### config.mk
export PLATFORM = sky130hd
export DESIGN_NAME = tty_uart_bridge
export DESIGN_NICKNAME = d
export VERILOG_FILES = /design/src/rtl/tty_uart_bridge.sv
export SDC_FILE = /design/constraint.sdc
export NUM_CORES = 1
export LEC_CHECK = 0
export BUFFER_PORTS_ARGS = -buffer_cell sky130_fd_sc_hd__buf_2
export CELL_PAD_IN_SITES_DETAIL_PLACEMENT = 0
export CELL_PAD_IN_SITES_GLOBAL_PLACEMENT = 1
export CORE_MARGIN = 2
export CORE_UTILIZATION = 40
export CTS_CLUSTER_DIAMETER = 100
export DETAILED_ROUTE_END_ITERATION = 7
export PLACE_DENSITY = 0.75
export SLEW_MARGIN = 40
export SYNTH_ARGS = -nofsm -noshare
export SYNTH_HDL_FRONTEND = slang
export SYNTH_SLANG_ARGS = --single-unit
### constraint.sdc
create_clock -name mclk -period 7.3 [get_ports mclk]
set_clock_uncertainty 0.2 [all_clocks]
set_input_delay 1.46 -clock mclk [delete_from_list [all_inputs] [get_ports mclk]]
set_output_delay 1.46 -clock mclk [all_outputs]
set_load 0.02 [all_outputs]
### src/rtl/tty_uart_bridge.sv
`default_nettype none
// +----------------------------------------------------------------------------+
// | Module   : tty_uart_bridge                                                 |
// | Function : Shell character FIFO feeding an 8N1 UART transmitter.          |
// |            Define TTY_BRIDGE_CRLF_EN to expand LF into a CR,LF frame pair. |
// | Revision : 1.0  initial release                                            |
// +----------------------------------------------------------------------------+
module tty_uart_bridge #(
    parameter int CLKS_PER_BIT = 434,
    parameter int FIFO_DEPTH   = 8
) (
    input  logic       mclk,
    input  logic       reset,
    input  logic [6:0] TTY_data,
    input  logic       TTY_en,
    input  logic       TTY_clear,
    output logic       TTY_ready,
    output logic       uart_tx,
    output logic       tx_busy
);

    localparam int              c_AW       = $clog2(FIFO_DEPTH);
    localparam logic [15:0]     c_BIT_LAST = 16'(CLKS_PER_BIT - 1);
    localparam logic [c_AW:0]   c_DEPTH    = (c_AW + 1)'(FIFO_DEPTH);
    localparam logic [c_AW:0]   c_CNT_ONE  = (c_AW + 1)'(1);
    localparam logic [c_AW-1:0] c_PTR_ONE  = c_AW'(1);
    localparam logic [6:0]      c_FF       = 7'h0C;
    localparam logic [7:0]      c_LF       = 8'h0A;
`ifdef TTY_BRIDGE_CRLF_EN
    localparam logic [7:0]      c_CR       = 8'h0D;
`endif

    localparam logic [1:0] c_ST_IDLE  = 2'd0;
    localparam logic [1:0] c_ST_START = 2'd1;
    localparam logic [1:0] c_ST_DATA  = 2'd2;
    localparam logic [1:0] c_ST_STOP  = 2'd3;

    logic [6:0]      r_mem [FIFO_DEPTH];
    logic [c_AW-1:0] r_wr_ptr;
    logic [c_AW-1:0] r_rd_ptr;
    logic [c_AW:0]   r_count;
    logic            r_ready;
    logic [1:0]      r_state;
    logic [15:0]     r_clk_cnt;
    logic [2:0]      r_bit_cnt;
    logic [7:0]      r_shift;
    logic            r_tx;
    logic            r_lf_pend;

    logic [1:0]      w_state_nx;
    logic [c_AW:0]   w_count_nx;
    logic [7:0]      w_load_byte;
    logic            w_push;
    logic            w_pop;
    logic            w_load;
    logic            w_lf_set;
    logic            w_lf_clr;
    logic            w_bit_end;
    logic            w_fifo_nempty;

    assign w_push        = TTY_en & r_ready & ~TTY_clear;
    assign w_fifo_nempty = (r_count != '0);
    assign w_bit_end     = (r_clk_cnt == c_BIT_LAST);

    // A clear suppresses the pop so the flushed head is never started.
    always_comb begin
        w_state_nx  = r_state;
        w_pop       = 1'b0;
        w_load      = 1'b0;
        w_lf_set    = 1'b0;
        w_lf_clr    = 1'b0;
        w_load_byte = {1'b0, r_mem[r_rd_ptr]};
        case (r_state)
            c_ST_IDLE: begin
                if (w_fifo_nempty && !TTY_clear) begin
                    w_pop      = 1'b1;
                    w_load     = 1'b1;
                    w_state_nx = c_ST_START;
                end
            end
            c_ST_START: begin
                if (w_bit_end) w_state_nx = c_ST_DATA;
            end
            c_ST_DATA: begin
                if (w_bit_end && r_bit_cnt == 3'd7) w_state_nx = c_ST_STOP;
            end
            c_ST_STOP: begin
                if (w_bit_end) begin
                    if (r_lf_pend) begin
                        w_load      = 1'b1;
                        w_load_byte = c_LF;
                        w_lf_clr    = 1'b1;
                        w_state_nx  = c_ST_START;
                    end else if (w_fifo_nempty && !TTY_clear) begin
                        w_pop      = 1'b1;
                        w_load     = 1'b1;
                        w_state_nx = c_ST_START;
                    end else begin
                        w_state_nx = c_ST_IDLE;
                    end
                end
            end
            default: w_state_nx = c_ST_IDLE;
        endcase
`ifdef TTY_BRIDGE_CRLF_EN
        if (w_pop && w_load_byte == c_LF) begin
            w_load_byte = c_CR;
            w_lf_set    = 1'b1;
        end
`endif
    end

    always_comb begin
        w_count_nx = r_count;
        if (TTY_clear)           w_count_nx = c_CNT_ONE;
        else if (w_push && !w_pop) w_count_nx = r_count + c_CNT_ONE;
        else if (w_pop && !w_push) w_count_nx = r_count - c_CNT_ONE;
    end

    always_ff @(posedge mclk or posedge reset) begin
        if (reset) r_state <= c_ST_IDLE;
        else       r_state <= w_state_nx;
    end

    always_ff @(posedge mclk) begin
        if (TTY_clear)   r_mem[0]        <= c_FF;
        else if (w_push) r_mem[r_wr_ptr] <= TTY_data;
    end

    // Clear leaves exactly one form feed queued at slot 0.
    always_ff @(posedge mclk or posedge reset) begin
        if (reset) begin
            r_wr_ptr <= '0;
            r_rd_ptr <= '0;
            r_count  <= '0;
            r_ready  <= 1'b0;
        end else begin
            r_count <= w_count_nx;
            r_ready <= (w_count_nx < c_DEPTH);
            if (TTY_clear) begin
                r_wr_ptr <= c_PTR_ONE;
                r_rd_ptr <= '0;
            end else begin
                if (w_push) r_wr_ptr <= r_wr_ptr + c_PTR_ONE;
                if (w_pop)  r_rd_ptr <= r_rd_ptr + c_PTR_ONE;
            end
        end
    end

    always_ff @(posedge mclk or posedge reset) begin
        if (reset) begin
            r_clk_cnt <= '0;
            r_bit_cnt <= '0;
            r_shift   <= '0;
            r_tx      <= 1'b1;
            r_lf_pend <= 1'b0;
        end else begin
            if (w_load) begin
                r_shift   <= w_load_byte;
                r_tx      <= 1'b0;
                r_clk_cnt <= '0;
                r_bit_cnt <= '0;
            end else if (r_state != c_ST_IDLE) begin
                if (!w_bit_end) begin
                    r_clk_cnt <= r_clk_cnt + 16'd1;
                end else begin
                    r_clk_cnt <= '0;
                    case (r_state)
                        c_ST_START: begin
                            r_tx    <= r_shift[0];
                            r_shift <= {1'b0, r_shift[7:1]};
                        end
                        c_ST_DATA: begin
                            if (r_bit_cnt == 3'd7) begin
                                r_tx <= 1'b1;
                            end else begin
                                r_tx      <= r_shift[0];
                                r_shift   <= {1'b0, r_shift[7:1]};
                                r_bit_cnt <= r_bit_cnt + 3'd1;
                            end
                        end
                        default: r_tx <= 1'b1;
                    endcase
                end
            end
            if (w_lf_set)      r_lf_pend <= 1'b1;
            else if (w_lf_clr) r_lf_pend <= 1'b0;
        end
    end

    assign TTY_ready = r_ready;
    assign uart_tx   = r_tx;
    assign tx_busy   = (r_state != c_ST_IDLE) || w_fifo_nempty;

endmodule
`default_nettype wire

-- Word level (Yosys, flattened, before mapping)
Memory sizes are Yosys's and may differ from the RTL's.
Cells that the tools add are included.
- order comparisons: 1
- muxes and demuxes: 42
- eq/ne operators: 11
- bitwise logic cells: 3
- reductions and logical operators: 22
- add/sub/neg operators: 6
- operator list (kind ; number):
    2-to-1 mux 16 bit ; 3
    2-to-1 mux 8 bit ; 4
    2-to-1 mux 3 bit ; 10
    adder 16 x 1 -> 16 bit, second input constant ; 1
    equality test 16 x 9 -> 1 bit, second input constant ; 1
    one-hot mux 8 bit (2 select lines) ; 1
    2-to-1 mux 1 bit ; 13
    2-to-1 mux 4 bit ; 3
    AND reduction 4 bit ; 3
    nonzero test 2 bit ; 6
    != test 2 bit, second input constant ; 5
    adder 3 x 1 -> 3 bit, second input constant ; 3
    2-to-1 mux 2 bit ; 4
    one-hot mux 2 bit (4 select lines) ; 1
    2-to-1 mux 7 bit ; 1
    OR reduction 7 bit ; 1
    adder 4 x 1 -> 4 bit, second input constant ; 1
    equality test 2 bit, second input constant ; 2
    logical AND 1 bit ; 4
    < comparator 4 bit, second input constant ; 1
    one-hot mux 1 bit (2 select lines) ; 2
    nonzero test 4 bit ; 1
    subtractor 4 x 1 -> 4 bit, second input constant ; 1
    equality test 3 bit, second input constant ; 1
    other kinds (9) ; 12
- memories: 1
- input bits: 11
- output and inout bits: 3
- word-level logic and storage cells: 95
- memory bits (writable): 56
- bits in registers: 41
- memories (memory ; depth ; bits a word ; rd ports ; clocked after memory_dff ; wr ports ; RTL line ; text):
    r_mem ; 8 ; 7 ; 1 ; 0 ; 1 ; 38 ; logic [6:0] r_mem [FIFO_DEPTH];

-- Longest topological paths before layout
- depth in word-level cells: 10
- depth in mapped cells: 9
- depth with buffers taken out: 7

-- Worst setup path after synthesis
Ideal clock, no wire load.
- path kind: input to register
- start: input TTY_clear
- end: memory r_mem[2][0] (enable)
- arrival time: 2.678 ns
- stages on the path: 3
- setup slack: 4.031 ns
- cells stage by stage: clkbuf_1 clkbuf_1 nor4_1
- cells in the longest elaborated chain, start to end: 7
- ends and longest elaborated chain (item ; RTL line ; text):
    start, declared ; 16 ; input logic TTY_clear,
    inverter 1 bit ; 61 ; assign w_push = TTY_en & r_ready & ~TTY_clear;
    AND 1 bit ; 61 ;
    2-to-1 mux 1 bit ; 127 ; else if (w_push) r_mem[r_wr_ptr] <= TTY_data;
    2-to-1 mux 1 bit ; 126 ; if (TTY_clear) r_mem[0] <= c_FF;
    2-to-1 mux 1 bit (not written as such) ; 127 ;
    OR reduction 7 bit (no line) ; -- ;
    2-to-1 mux 3 bit (no line) / 2-to-1 mux 1 bit (equally long branches) ; -- ;
    end, declared ; 38 ;
Several ways; a longest one is shown, not always the timed one.

-- Worst setup path in the final report
- start: register r_count[0]
- end: output tx_busy
- cells in the longest elaborated chain, start to end: 2
- ends and longest elaborated chain (item ; RTL line ; text):
    start, declared ; 41 ; logic [c_AW:0] r_count;
    start signal, assigned ; 138 ; r_count <= w_count_nx;
    nonzero test 4 bit ; 62 ; assign w_fifo_nempty = (r_count != '0);
    logical OR 1 bit ; 193 ; assign tx_busy = (r_state != c_ST_IDLE) || w_fifo_nempty;
    end, declared ; 19 ; output logic tx_busy
No other way between the ends.

==> results.cfg <==
[sta]
finalSetupTns_ps = 0
hold_violations = 0
max_slew.worst_pin.slew_ps = 730
slew_viol_final = 0
setup_violations = 0
min_period_over_period_pct = 46.5
min_period_ps = 3400
slew_headroom_pct = 51.0
max_freq_mhz = 294
rsz0062_at_grt = no

[logic_synthesis]
synthArstFlopShare_pct = 41.7
avgSynthCellArea_um2 = 13.5
synth.distinct_cells = 54
synth_edf_count = 56
yosysWarnings = 0
synthTopCellsByCount = edfxtp_1 (56), dfrtp_1 (39), mux2i_1 (25), nor2_1 (25), nand2_1 (19)
syn_inst = 337
syn-num-nets = 361
synth_top_area_cell = edfxtp_1
synth_area_um2 = 4540
ys_top_cells_by_area = edfxtp_1 (37%), dfrtp_1 (21%), mux4_2 (6.9%)
synth-seq-area-share_pct = 59.1
ys.flop_type = edfxtp_1
synth_top_area_share_pct = 37.0
ys_seq_elements = 96
yosysMostFrequentCell = edfxtp_1

[floorplan]
io-pin-count = 14
die_x_um = 111
die_height_um = 111
num_rows = 38
fp.coreArea_um2 = 10900
die_area_um2 = 12200
initial_utilization_pct = 41.5

[worst_setup_path]
cp.required_ps = 5640
path_class = register to primary output
r2r-start = r_clk_cnt[1]
worstRegToRegCells = 7
r2r-end = r_shift[0]
crit_path_end_kind = primary output
crit_fanout = 4
startpoint_type = register
r2r_slack_ps = 4540
worstPathArrival_ps = 1740

[power]
p_per_area_nw_per_um2 = 220
peakVddDrop_mv = 0.212
leakagePower_nw = 1.80

[global_routing]
grt_pass1_wl_mm = 14.6
overflow = 0
grt_max_degree = 41
grt_pass1_vias = 2792
grt_antenna_before_repair = 0
grt_usage_pct = 15.3

[run]
drv_cap = 0

[route]
wire_per_inst_um = 17.4
ant_nets = 0
routed_wl_mm = 8.65
drtIter0Drc = 150
drt_pass1_iterations = 4
vias = 2737
drc = 0
viasPerCell = 5.51

[worst_hold_path]
min_path_cells = 2
hold_end = uart_tx
hold_start = uart_tx
hold_path.class = register to register

[clock_network]
cts.sinks = 96
cts.clk_slew.worst_paths_ps = 70
cts_root_buf = clkbuf_16
cts.path.max_buffers = 2
cts_max_level = 3
clk_latency_ps = 350
cts_tree = built
cts_buffers = 9
cts_hold_buf = 0
postCtsResizedCells = 0
cts_setup_buffers = 0

[layout]
final_util_pct = 46.4
num_antenna_cells = 0
syn_to_final_growth_pct = 11.7
fillers = 973
drive_above_1_share_pct = 17.1
fin_nets = 376

[placement]
finalWeightedCongestion = 0.799
portBuffers = 13
hpwl_mm = 5.92

[run_status]
status = completed
## routing by layer
metal,GRT usage [%],vias up,wire (um)
met5,0,-,0
met4,5.75,0,172
met3,5.05,14,290
met2,24.0,31,4290
met1,19.7,1377,3890
li1,-,1315,-
## layout by cell type (no fill, tap or decap), types with 6 or more instances in the layout
cell,netlist,final
mux2i_1,25,25
inv_1,9,9
nand2_1,19,19
nor4_1,6,6
and3_1,8,8
nor3_1,7,6
o21ai_0,9,9
mux4_2,14,14
xnor2_1,6,6
a21oi_1,8,8
nor2_1,25,25
ha_1,13,13
dfrtp_1,39,38
clkbuf_16,0,9
xor2_1,11,11
edfxtp_1,56,56
nand4_1,13,13
buf_2,1,13
## power breakdown
part           total, mW  switching, mW  internal (mW)
clock              0.480          0.211          0.269
sequential         0.592        0.00713          0.585
combinational     0.0448         0.0287         0.0161
## cell families (layout without fill, tap and decap cells)
kind of cell | after synthesis | after routing | share of synthesized area, %
and+or+nand+nor | 108 | 108 | 13.4
DFF | 96 | 96 | 59.1
muxes | 41 | 41 | 13.0
AOI/OAI and AO/OA | 39 | 39 | 5.62
buffers and inverters | 23 | 43 | 2.09
xor gates and xnor gates | 17 | 17 | 3.28
adders and majority gates | 13 | 13 | 3.58
## layout make-up
cell class	count	area, um^2	share of cell area (%)
Timing Repair Buffer	18	103	2.02
Sequential cell	96	2690	52.9
Clock inverter	7	76.3	1.50
Multi-Input combinational cell	218	1770	35.0
Clock buffer	9	225	4.44
Inverter	9	33.8	0.666
Tap cell	140	175	3.45
## critical path, cell delays in order (launching register included)
cell and delay (ps):
dfrtp_1 420, inv_1 130, ha_1 190, nor3b_1 390
nand2_1 90, buf_2 170
## state kept, by name (all words and copies together), names as in the netlist
signal     flops
r_mem         56
r_clk_cnt     16
r_shift        7
r_count        4
r_bit_cnt      3
r_rd_ptr       3
r_wr_ptr       3
r_state        2
TTY_ready      1
uart_tx        1
## through the flow
stage	instance area, um^2	setup WS, ps	power, mW	instances	hold slack [ps]
5_1_grt	5070	3770	1.16	497	342
4_1_cts	5070	3860	1.13	497	328
2_1_floorplan	4540	4030	0.632	337	275
3_5_place_dp	4770	3490	0.648	481	317
3_3_place_gp	4760	3680	0.647	481	308
6_report	5070	3900	1.12	497	326
## how the worst max path moves through the flow
stage | from | endpoint | depth (start not counted)
5_1_grt | r_count[0] | tx_busy | 5
3_5_place_dp | TTY_en | r_mem[1][4] | 4
3_3_place_gp | TTY_en | r_mem[1][5] | 4
6_report | r_count[0] | tx_busy | 5
4_1_cts | TTY_en | r_mem[1][1] | 4
2_1_floorplan | TTY_clear | r_mem[2][0] | 3
Note: power is estimated with default switching activity, not from simulation.
